## src/rtl/muldiv_unit_pkg.sv

```systemverilog
// Shared HI/LO unit definitions: op encodings, latencies and the multiply helper.
// Used by muldiv_unit and div_iter.
package muldiv_unit_pkg;

  localparam logic [2:0] OP_MULT  = 3'd0;
  localparam logic [2:0] OP_MULTU = 3'd1;
  localparam logic [2:0] OP_DIV   = 3'd2;
  localparam logic [2:0] OP_DIVU  = 3'd3;
  localparam logic [2:0] OP_MTHI  = 3'd4;
  localparam logic [2:0] OP_MTLO  = 3'd5;

  localparam int MUL_LAT  = 4;
  localparam int DIV_ITER = 32;

  // Full 64-bit product; sign-extending both operands makes the low 64 bits
  // of the unsigned multiply equal to the signed product.
  function automatic logic [63:0] mul64(input logic [31:0] x, input logic [31:0] y,
                                        input logic sgn);
    logic [63:0] xe;
    logic [63:0] ye;
    xe = sgn ? {{32{x[31]}}, x} : {32'd0, x};
    ye = sgn ? {{32{y[31]}}, y} : {32'd0, y};
    return xe * ye;
  endfunction

endpackage

```

## src/rtl/muldiv_unit_div_iter.sv

```systemverilog
// Iterative restoring radix-2 divider: one quotient bit per clock on operand
// magnitudes, signs restored on the outputs. Present only with MULDIV_DIVIDE_EN.
module div_iter
  import muldiv_unit_pkg::*;
(
  input  logic        clk,
  input  logic        rst,
  input  logic        start,
  input  logic        sgn,
  input  logic [31:0] dividend,
  input  logic [31:0] divisor,
  output logic        done,
  output logic [31:0] quotient,
  output logic [31:0] remainder
);

  logic [31:0] quo_reg;
  logic [31:0] rem_reg;
  logic [31:0] dsr_reg;
  logic [5:0]  cnt_reg;
  logic        active_reg;
  logic        q_neg_reg;
  logic        r_neg_reg;

  logic [32:0] partial;
  logic [32:0] diff;
  logic        fits;

  // The dividend shifts out of quo_reg from the top while quotient bits
  // enter at the bottom, so one register serves both roles.
  assign partial = {rem_reg, quo_reg[31]};
  assign diff    = partial - {1'b0, dsr_reg};
  assign fits    = ~diff[32];

  always_ff @(posedge clk or posedge rst) begin
    if (rst) begin
      quo_reg    <= '0;
      rem_reg    <= '0;
      dsr_reg    <= '0;
      cnt_reg    <= '0;
      active_reg <= 1'b0;
      q_neg_reg  <= 1'b0;
      r_neg_reg  <= 1'b0;
    end else if (start) begin
      quo_reg    <= (sgn && dividend[31]) ? -dividend : dividend;
      dsr_reg    <= (sgn && divisor[31]) ? -divisor : divisor;
      rem_reg    <= '0;
      cnt_reg    <= 6'(DIV_ITER);
      active_reg <= 1'b1;
      q_neg_reg  <= sgn && (dividend[31] ^ divisor[31]);
      r_neg_reg  <= sgn && dividend[31];
    end else if (active_reg && cnt_reg != 6'd0) begin
      rem_reg <= fits ? diff[31:0] : partial[31:0];
      quo_reg <= {quo_reg[30:0], fits};
      cnt_reg <= cnt_reg - 6'd1;
    end
  end

  assign done      = active_reg && (cnt_reg == 6'd0);
  assign quotient  = q_neg_reg ? -quo_reg : quo_reg;
  assign remainder = r_neg_reg ? -rem_reg : rem_reg;

endmodule

```

## src/rtl/muldiv_unit.sv

```systemverilog
// HI/LO unit for the EX stage: multi-cycle multiply, optional iterative divide
// (macro MULDIV_DIVIDE_EN), MTHI/MTLO, and the stall request for the hazard unit.
module muldiv_unit
  import muldiv_unit_pkg::*;
(
  input  logic        clk,
  input  logic        rst,
  input  logic        start,
  input  logic [2:0]  op,
  input  logic [31:0] a,
  input  logic [31:0] b,
  input  logic        hilo_use_ID,
  output logic        busy,
  output logic        stall_req,
  output logic [31:0] hi,
  output logic [31:0] lo
);

  localparam logic [1:0] ST_IDLE = 2'd0;
  localparam logic [1:0] ST_MUL  = 2'd1;
  localparam logic [1:0] ST_DIV  = 2'd2;
  localparam logic [1:0] ST_FIX  = 2'd3;

  logic [1:0]  state_reg;
  logic [5:0]  cnt_reg;
  logic [31:0] a_reg;
  logic [31:0] b_reg;
  logic        sign_reg;
  logic [63:0] prod_reg;
  logic [31:0] hi_reg;
  logic [31:0] lo_reg;

  logic idle;
  logic accept_mul;
  logic accept_mthi;
  logic accept_mtlo;

  assign idle        = (state_reg == ST_IDLE);
  assign accept_mul  = idle && start && (op == OP_MULT || op == OP_MULTU);
  assign accept_mthi = idle && start && (op == OP_MTHI);
  assign accept_mtlo = idle && start && (op == OP_MTLO);

`ifdef MULDIV_DIVIDE_EN
  logic        accept_div;
  logic        div_done;
  logic [31:0] div_quo;
  logic [31:0] div_rem;

  assign accept_div = idle && start && (op == OP_DIV || op == OP_DIVU);

  div_iter u_div_iter (
    .clk       (clk),
    .rst       (rst),
    .start     (accept_div),
    .sgn       (op == OP_DIV),
    .dividend  (a),
    .divisor   (b),
    .done      (div_done),
    .quotient  (div_quo),
    .remainder (div_rem)
  );
`endif

  always_ff @(posedge clk or posedge rst) begin
    if (rst) begin
      state_reg <= ST_IDLE;
      cnt_reg   <= '0;
      a_reg     <= '0;
      b_reg     <= '0;
      sign_reg  <= 1'b0;
      prod_reg  <= '0;
      hi_reg    <= '0;
      lo_reg    <= '0;
    end else begin
      case (state_reg)
        ST_IDLE: begin
          if (accept_mthi) hi_reg <= a;
          if (accept_mtlo) lo_reg <= a;
          if (accept_mul) begin
            a_reg     <= a;
            b_reg     <= b;
            sign_reg  <= (op == OP_MULT);
            cnt_reg   <= 6'(MUL_LAT - 1);
            state_reg <= ST_MUL;
          end
`ifdef MULDIV_DIVIDE_EN
          if (accept_div) begin
            a_reg     <= a;
            b_reg     <= b;
            sign_reg  <= (op == OP_DIV);
            cnt_reg   <= 6'(DIV_ITER - 1);
            state_reg <= ST_DIV;
          end
`endif
        end
        ST_MUL: begin
          // Product is formed once from the latched operands; the remaining
          // cycles only pad out the fixed multiply latency.
          if (cnt_reg == 6'(MUL_LAT - 1)) prod_reg <= mul64(a_reg, b_reg, sign_reg);
          if (cnt_reg == 6'd0) begin
            {hi_reg, lo_reg} <= prod_reg;
            state_reg        <= ST_IDLE;
          end else begin
            cnt_reg <= cnt_reg - 6'd1;
          end
        end
`ifdef MULDIV_DIVIDE_EN
        ST_DIV: begin
          if (cnt_reg == 6'd0) state_reg <= ST_FIX;
          else cnt_reg <= cnt_reg - 6'd1;
        end
        ST_FIX: begin
          if (div_done) begin
            // Divide by zero reports all-ones quotient and the dividend as
            // remainder regardless of signedness.
            if (b_reg == 32'd0) begin
              hi_reg <= a_reg;
              lo_reg <= 32'hFFFF_FFFF;
            end else begin
              hi_reg <= div_rem;
              lo_reg <= div_quo;
            end
            state_reg <= ST_IDLE;
          end
        end
`else
        ST_DIV, ST_FIX: state_reg <= ST_IDLE;
`endif
        default: state_reg <= ST_IDLE;
      endcase
    end
  end

  assign busy      = !idle;
  assign stall_req = busy && hilo_use_ID;
  assign hi        = hi_reg;
  assign lo        = lo_reg;

endmodule

```

## config.mk

```make
export PLATFORM = sky130hd
export DESIGN_NAME = muldiv_unit
export DESIGN_NICKNAME = d
export VERILOG_FILES = /design/src/rtl/muldiv_unit_pkg.sv /design/src/rtl/muldiv_unit_div_iter.sv /design/src/rtl/muldiv_unit.sv
export SDC_FILE = /design/constraint.sdc
export NUM_CORES = 2
export LEC_CHECK = 0
export ABC_CLOCK_PERIOD_IN_PS = 10040
export BUFFER_PORTS_ARGS = -buffer_cell sky130_fd_sc_hd__buf_2
export CORE_MARGIN = 5
export CORE_UTILIZATION = 31
export CTS_CLUSTER_DIAMETER = 100
export DETAILED_ROUTE_END_ITERATION = 10
export PLACE_DENSITY = 0.54
export SKIP_LAST_GASP = 1
export SLEW_MARGIN = 0
export SYNTH_ARGS = -nofsm -noshare
export SYNTH_HDL_FRONTEND = slang
export SYNTH_SLANG_ARGS = --single-unit
```

## constraint.sdc

```tcl
create_clock -name clk -period 10.04 [get_ports clk]
set_clock_uncertainty 0.15 [all_clocks]
set_input_delay 0 -clock clk [delete_from_list [all_inputs] [get_ports clk]]
set_output_delay 0 -clock clk [all_outputs]
set_load 0.01 [all_outputs]
```

### Yosys cells after proc, flatten, opt, wreduce, memory -nomap -nowiden

Index checks and enable logic that the tools add are counted.

* register bits: 201
* output and inout bits: 66
* word-level logic and storage cells: 54
* input bits: 71

* multiplexer cells: 14
* multiply operators: 1
* reductions and logical operators: 18
* equal/unequal tests: 12
* add/subtract/negate cells: 1

Operators with widths (count)
* 32-bit two-way mux: 4
* 64-bit two-way mux: 2
* 32-bit one-hot mux with 2 select lines: 2
* 64-bit by 64-bit multiplier with 64-bit output: 1
* 6-bit two-way mux: 2
* 6-bit one-hot mux with 2 select lines: 1
* 3-bit AND reduction: 3
* 3-bit equality test (second input constant): 2
* 6-bit by 2-bit equality test with 1-bit output (second input constant): 1
* 6-bit logical NOT: 1
* 2-bit by 1-bit != test with 1-bit output (second input constant): 3
* 2-bit one-hot mux with 3 select lines: 1
* 2-bit AND reduction: 3
* 6-bit by 1-bit subtractor with 6-bit output (second input constant): 1
* 1-bit logical AND: 5
* 2-bit equality test (second input constant): 2
* 2-bit two-way mux: 2
* 2-bit != test (second input constant): 2
* 3-bit by 1-bit equality test with 1-bit output (second input constant): 1
* 3-bit logical NOT: 1
* 2-bit by 1-bit equality test with 1-bit output (second input constant): 1
* 2-bit logical NOT: 1
* 2-bit nonzero test: 1
* 2-bit OR reduction: 1
* 2 further kinds: 2

### Depth between registers and ports, before layout

* depth after elaboration: 5
* depth in mapped cells: 36
* gate-level depth less buffers: 33

### Worst setup path before layout

OpenSTA, ideal clock, no wires.

* path kind: reg2reg
* from: reg a_reg[31]
* to: reg prod_reg[63]
* cell stages (with the launch flop): 31
* arrival: 8.906 ns
* required time: 9.814 ns
* clock period less this slack: 9.133 ns
* buffers on the path: 2
* path slack: 0.907 ns
* setup time: 0.076 ns
* path through: dfrtp_1 -> and2_1 -> clkbuf_1 -> clkbuf_1 -> nand2_1 -> fa_1 -> inv_1 -> fa_1 -> fa_1 -> inv_1 -> fa_1 -> inv_1 -> fa_1 -> fa_1 -> fa_1 -> fa_1 -> fa_1 -> inv_1 -> fa_1 -> inv_1 -> ha_1 -> a21o_1 -> a21o_1 -> a21o_1 -> a21oi_1 -> o21ai_0 -> a21o_1 -> a211oi_1 -> o31ai_1 -> xor2_1 -> o21ai_1

* longest elaborated chain between the ends: 2

Ends and longest elaborated chain
* from (decl): RTL line muldiv_unit.sv:26 `logic [31:0] a_reg;`
* from (signal assigned): RTL line muldiv_unit.sv:68 `a_reg <= '0;`
* from (signal assigned): RTL line muldiv_unit.sv:80 `a_reg <= a;`
* 64-bit two-way mux: RTL line muldiv_unit_pkg.sv:21 `xe = sgn ? {{32{x[31]}}, x} : {32'd0, x};`
* 64-bit by 64-bit multiplier with 64-bit output: RTL line muldiv_unit_pkg.sv:23 `return xe * ye;`
* to (signal assigned): RTL line muldiv_unit.sv:99 `if (cnt_reg == 6'(MUL_LAT - 1)) prod_reg <= mul64(a_reg, b_reg, sign_reg);`
* to (decl): RTL line muldiv_unit.sv:29 `logic [63:0] prod_reg;`

Every way passes these cells.
A chain may end at the register's enable or synchronous reset.

### Worst setup path after layout

* from: reg a_reg[21]
* to: reg prod_reg[57]

Same word-level chain as after synthesis.

==> impl_metrics.json <==
{
  "result_of_the_run": "complete, no violations",
  "hold_path_class": "input port to asynchronous set/reset pin",
  "min_period_over_period_pct": 94.8,
  "cp_common_cell": "sky130_fd_sc_hd__fa_1",
  "top_level_ports": 137,
  "gate_family_responsible_for_the_most_delay_along_the_worst_path": "adder cells",
  "synth_enable_flop_cells": 0,
  "critical_path.max_fanout": 29,
  "drt.antenna.violating_nets": 0,
  "cts_hold_buf": 66,
  "drt_wirelength_um": 177000,
  "via_count": 38300,
  "count_of_final_hold_check_violations": 0,
  "drtIter0Drc": 2574,
  "period_minus_slack_ns": 9.52,
  "maxClockFrequency_mhz": 105,
  "layout.nets": 7633,
  "synth_nets": 7533,
  "cpMaxStageDelayCell": "sky130_fd_sc_hd__dfrtp_2",
  "cts_resized": 0,
  "critPathRequiredTime_ns": 10.31,
  "rr_worst_depth": 28,
  "global_route_wire_length_before_repair_um": 276000,
  "hpwlAfterDp_um": 150000,
  "element_type_at_the_critical_path_start": "register",
  "timing.critical_path.to_type": "register",
  "synth_sequential_area_ratio_pct": 9.03,
  "cts_sinks": 200,
  "first_global_vias": 43500,
  "clockRootBuffer": "sky130_fd_sc_hd__clkbuf_16",
  "cts_max_level": 4,
  "final_setup_violation_count": 0,
  "critPathBufInv": 6,
  "placed_area_um2": 59400,
  "drt-pass1-iter-count": 5,
  "num-fill-cells": 18300,
  "worstPathArrival_ns": 9.79,
  "tns_ns": 0,
  "path_clk_slew_ns": 0.09,
  "postSynthRegisterBits": 200,
  "worst_slew_margin_rel_pct": 22.2,
  "rr_endpoint": "prod_reg[57]",
  "post-cts-setup-buffers": 0,
  "register_area_um2": 5020,
  "timing_worst_setup_path_type": "register to register",
  "core-area_um2": 178000,
  "final_cell_area_um2": 60700,
  "drt-wirelength-per-cell_um": 21.6,
  "yosysWarnings": 0,
  "antenna_found_initial": 9,
  "clock_insertion_delay_worst_skew_ns": 0.55,
  "initial_utilization_pct": 31.1,
  "ys.flop_type": "sky130_fd_sc_hd__dfrtp_1",
  "worstReg2RegStart": "a_reg[21]",
  "areaGrowthSynthToFinish_pct": 9.44,
  "post_route_cells_drive_above_1_share_pct": 7.50,
  "globalRouteTotalUtil_pct": 19.7,
  "multi_input_area_um2": 43800,
  "synth.cell_area_um2": 55400,
  "placementRows": 155,
  "die_w_um": 433,
  "port_buffers": 136,
  "synth.distinct_cells": 73,
  "ff2ff_setup_slack_ns": 0.52,
  "cts_max_path_buffers": 2,
  "tritoncts": "built",
  "grt_max_degree": 106,
  "routabilityCongestion": 0.950,
  "worst_path_largest_cell_delay_ns": 1.08,
  "drcViolationCount": 0,
  "numCtsBuffers": 17,
  "async_flop_share_pct": 100,
  "floorplan.die.height_um": 433,
  "gr-total-overflow": 0,
  "avgViaCountPerCell": 4.66,
  "number_of_flip_flops_under_the_largest_register_name": 64,
  "cap_violations": 0,
  "cell_count_after_synthesis": 5728,
  "design.die.area_um2": 187000,
  "final-max-slew-violation-count": 0,
  "setup_repair_after_global_routing_missed_its_margin": "no",
  "timing_worst_slew_pin_value_ns": 1.17,
  "post_synth.cell_area_avg_um2": 9.68
}
==> per-stage QoR <==
| stage | setup slack [ns] | std cells | hold slack (ns) | utilization [%] |
|---|---|---|---|---|
| 6_report | 0.518 | 8201 | 0.00867 | 34.0 |
| 5_1_grt | 0.0413 | 8196 | 0.0519 | 34.0 |
| 4_1_cts | 0.565 | 8196 | 0.0159 | 34.0 |
| 3_5_place_dp | 0.574 | 8098 | 0.0594 | 33.3 |
| 3_3_place_gp | 0.648 | 8098 | 0.0540 | 33.3 |
| 2_1_floorplan | 0.907 | 5728 | -0.0651 | - |
==> Yosys cell counts (12+ instances only) <==
| master | n | area [um2] |
|---|---|---|
| sky130_fd_sc_hd__xor2_1 | 33 | 289 |
| sky130_fd_sc_hd__a21oi_1 | 126 | 631 |
| sky130_fd_sc_hd__mux2_2 | 71 | 800 |
| sky130_fd_sc_hd__nand3_1 | 15 | 75.1 |
| sky130_fd_sc_hd__nor3_1 | 12 | 60.1 |
| sky130_fd_sc_hd__inv_1 | 1501 | 5630 |
| sky130_fd_sc_hd__buf_1 | 13 | 48.8 |
| sky130_fd_sc_hd__nor2_1 | 54 | 203 |
| sky130_fd_sc_hd__xnor2_1 | 91 | 797 |
| sky130_fd_sc_hd__clkbuf_1 | 262 | 983 |
| sky130_fd_sc_hd__o21ai_1 | 23 | 115 |
| sky130_fd_sc_hd__fa_1 | 1420 | 28400 |
| sky130_fd_sc_hd__nand2_1 | 671 | 2520 |
| sky130_fd_sc_hd__and3_1 | 25 | 156 |
| sky130_fd_sc_hd__nor2b_1 | 40 | 250 |
| sky130_fd_sc_hd__a31oi_1 | 12 | 75.1 |
| sky130_fd_sc_hd__o21ai_0 | 127 | 636 |
| sky130_fd_sc_hd__a21o_1 | 41 | 308 |
| sky130_fd_sc_hd__and2_1 | 576 | 3600 |
| sky130_fd_sc_hd__dfrtp_1 | 200 | 5000 |
| sky130_fd_sc_hd__ha_1 | 314 | 3930 |
==> worst reg2reg max path: cells and delay by family, from the launching register on <==
family                   cells  cell delay [ns]
flip-flops                   1             1.08
AO/OA/AOI/OAI                8             1.91
XOR/XNOR                     1             0.19
adder cells (fa/ha/maj)     11             5.23
buffers and inverters        6             0.39
AND/OR/NAND/NOR              2             0.43
==> logic make-up (layout without fill, tap and decap cells) <==
group                    count (synthesis)  in the layout  synth area share (%)
flip-flops                             200            200                  9.03
buffers and inverters                 1780           1893                  12.1
XOR/XNOR                               124            124                  1.96
AND/OR/NAND/NOR                       1422           1422                  12.8
AO/OA/AOI/OAI                          394            394                  4.31
other                                    0              5                     0
multiplexers                            71             71                  1.44
adder cells (fa/ha/maj)               1737           1737                  58.4
==> area by class of cell <==
| type | count | share of cell area, % |
|---|---|---|
| diodes | 5 | 0.0206 |
| clock buffers | 18 | 0.724 |
| clock inverters | 14 | 0.309 |
| inverters | 1502 | 9.30 |
| multi-input cells | 3748 | 72.2 |
| flip-flops and latches | 200 | 8.27 |
| well taps | 2355 | 4.86 |
| repair buffers | 359 | 4.34 |
==> cell usage in the layout (no fill, tap or decap), types with 5 or more instances in the layout <==
| cell type | instances |
|---|---|
| sky130_fd_sc_hd__o21bai_1 | 6 |
| sky130_fd_sc_hd__buf_12 | 9 |
| sky130_fd_sc_hd__buf_4 | 148 |
| sky130_fd_sc_hd__nand3_1 | 14 |
| sky130_fd_sc_hd__a31oi_1 | 12 |
| sky130_fd_sc_hd__dlygate4sd3_1 | 66 |
| sky130_fd_sc_hd__a211oi_1 | 7 |
| sky130_fd_sc_hd__xnor2_1 | 91 |
| sky130_fd_sc_hd__o31ai_1 | 5 |
| sky130_fd_sc_hd__o21ai_0 | 127 |
| sky130_fd_sc_hd__mux2_2 | 71 |
| sky130_fd_sc_hd__fa_1 | 1420 |
| sky130_fd_sc_hd__dfrtp_2 | 8 |
| sky130_fd_sc_hd__nand2_1 | 671 |
| sky130_fd_sc_hd__nor2b_1 | 40 |
| sky130_fd_sc_hd__buf_2 | 136 |
| sky130_fd_sc_hd__a21o_1 | 41 |
| sky130_fd_sc_hd__nand4_1 | 9 |
| sky130_fd_sc_hd__nand2b_1 | 6 |
| sky130_fd_sc_hd__inv_1 | 1500 |
| sky130_fd_sc_hd__ha_1 | 314 |
| sky130_fd_sc_hd__a21oi_1 | 126 |
| sky130_fd_sc_hd__diode_2 | 5 |
| sky130_fd_sc_hd__dfrtp_1 | 191 |
| sky130_fd_sc_hd__o21ai_1 | 23 |
| sky130_fd_sc_hd__clkbuf_16 | 17 |
| sky130_fd_sc_hd__nor2_1 | 54 |
| sky130_fd_sc_hd__clkinv_8 | 5 |
| sky130_fd_sc_hd__nor3_1 | 12 |
| sky130_fd_sc_hd__and2_1 | 576 |
| sky130_fd_sc_hd__and3_1 | 25 |
| sky130_fd_sc_hd__xor2_1 | 33 |
==> metal layers <==
metal,GRT usage [%],up-vias,wire (um)
met5,0,-,13
met3,3.02,203,10100
li1,-,16600,-
met1,24.8,20400,72000
met2,34.8,1018,89200
met4,5.78,2,5740
==> worst max-delay path by stage <==
stage	start	end	slack [ns]	cells after the start
after floorplan	a_reg[31]	prod_reg[63]	0.91	30
after global placement	a_reg[21]	prod_reg[55]	0.65	29
after detailed placement	a_reg[28]	prod_reg[55]	0.57	29
after CTS	a_reg[21]	prod_reg[55]	0.57	29
after global routing	a_reg[21]	prod_reg[55]	0.04	29
final	a_reg[21]	prod_reg[57]	0.52	28
Power is not shown: default switching activity piles up to over one toggle a cycle in this logic, so the estimate is an artifact.
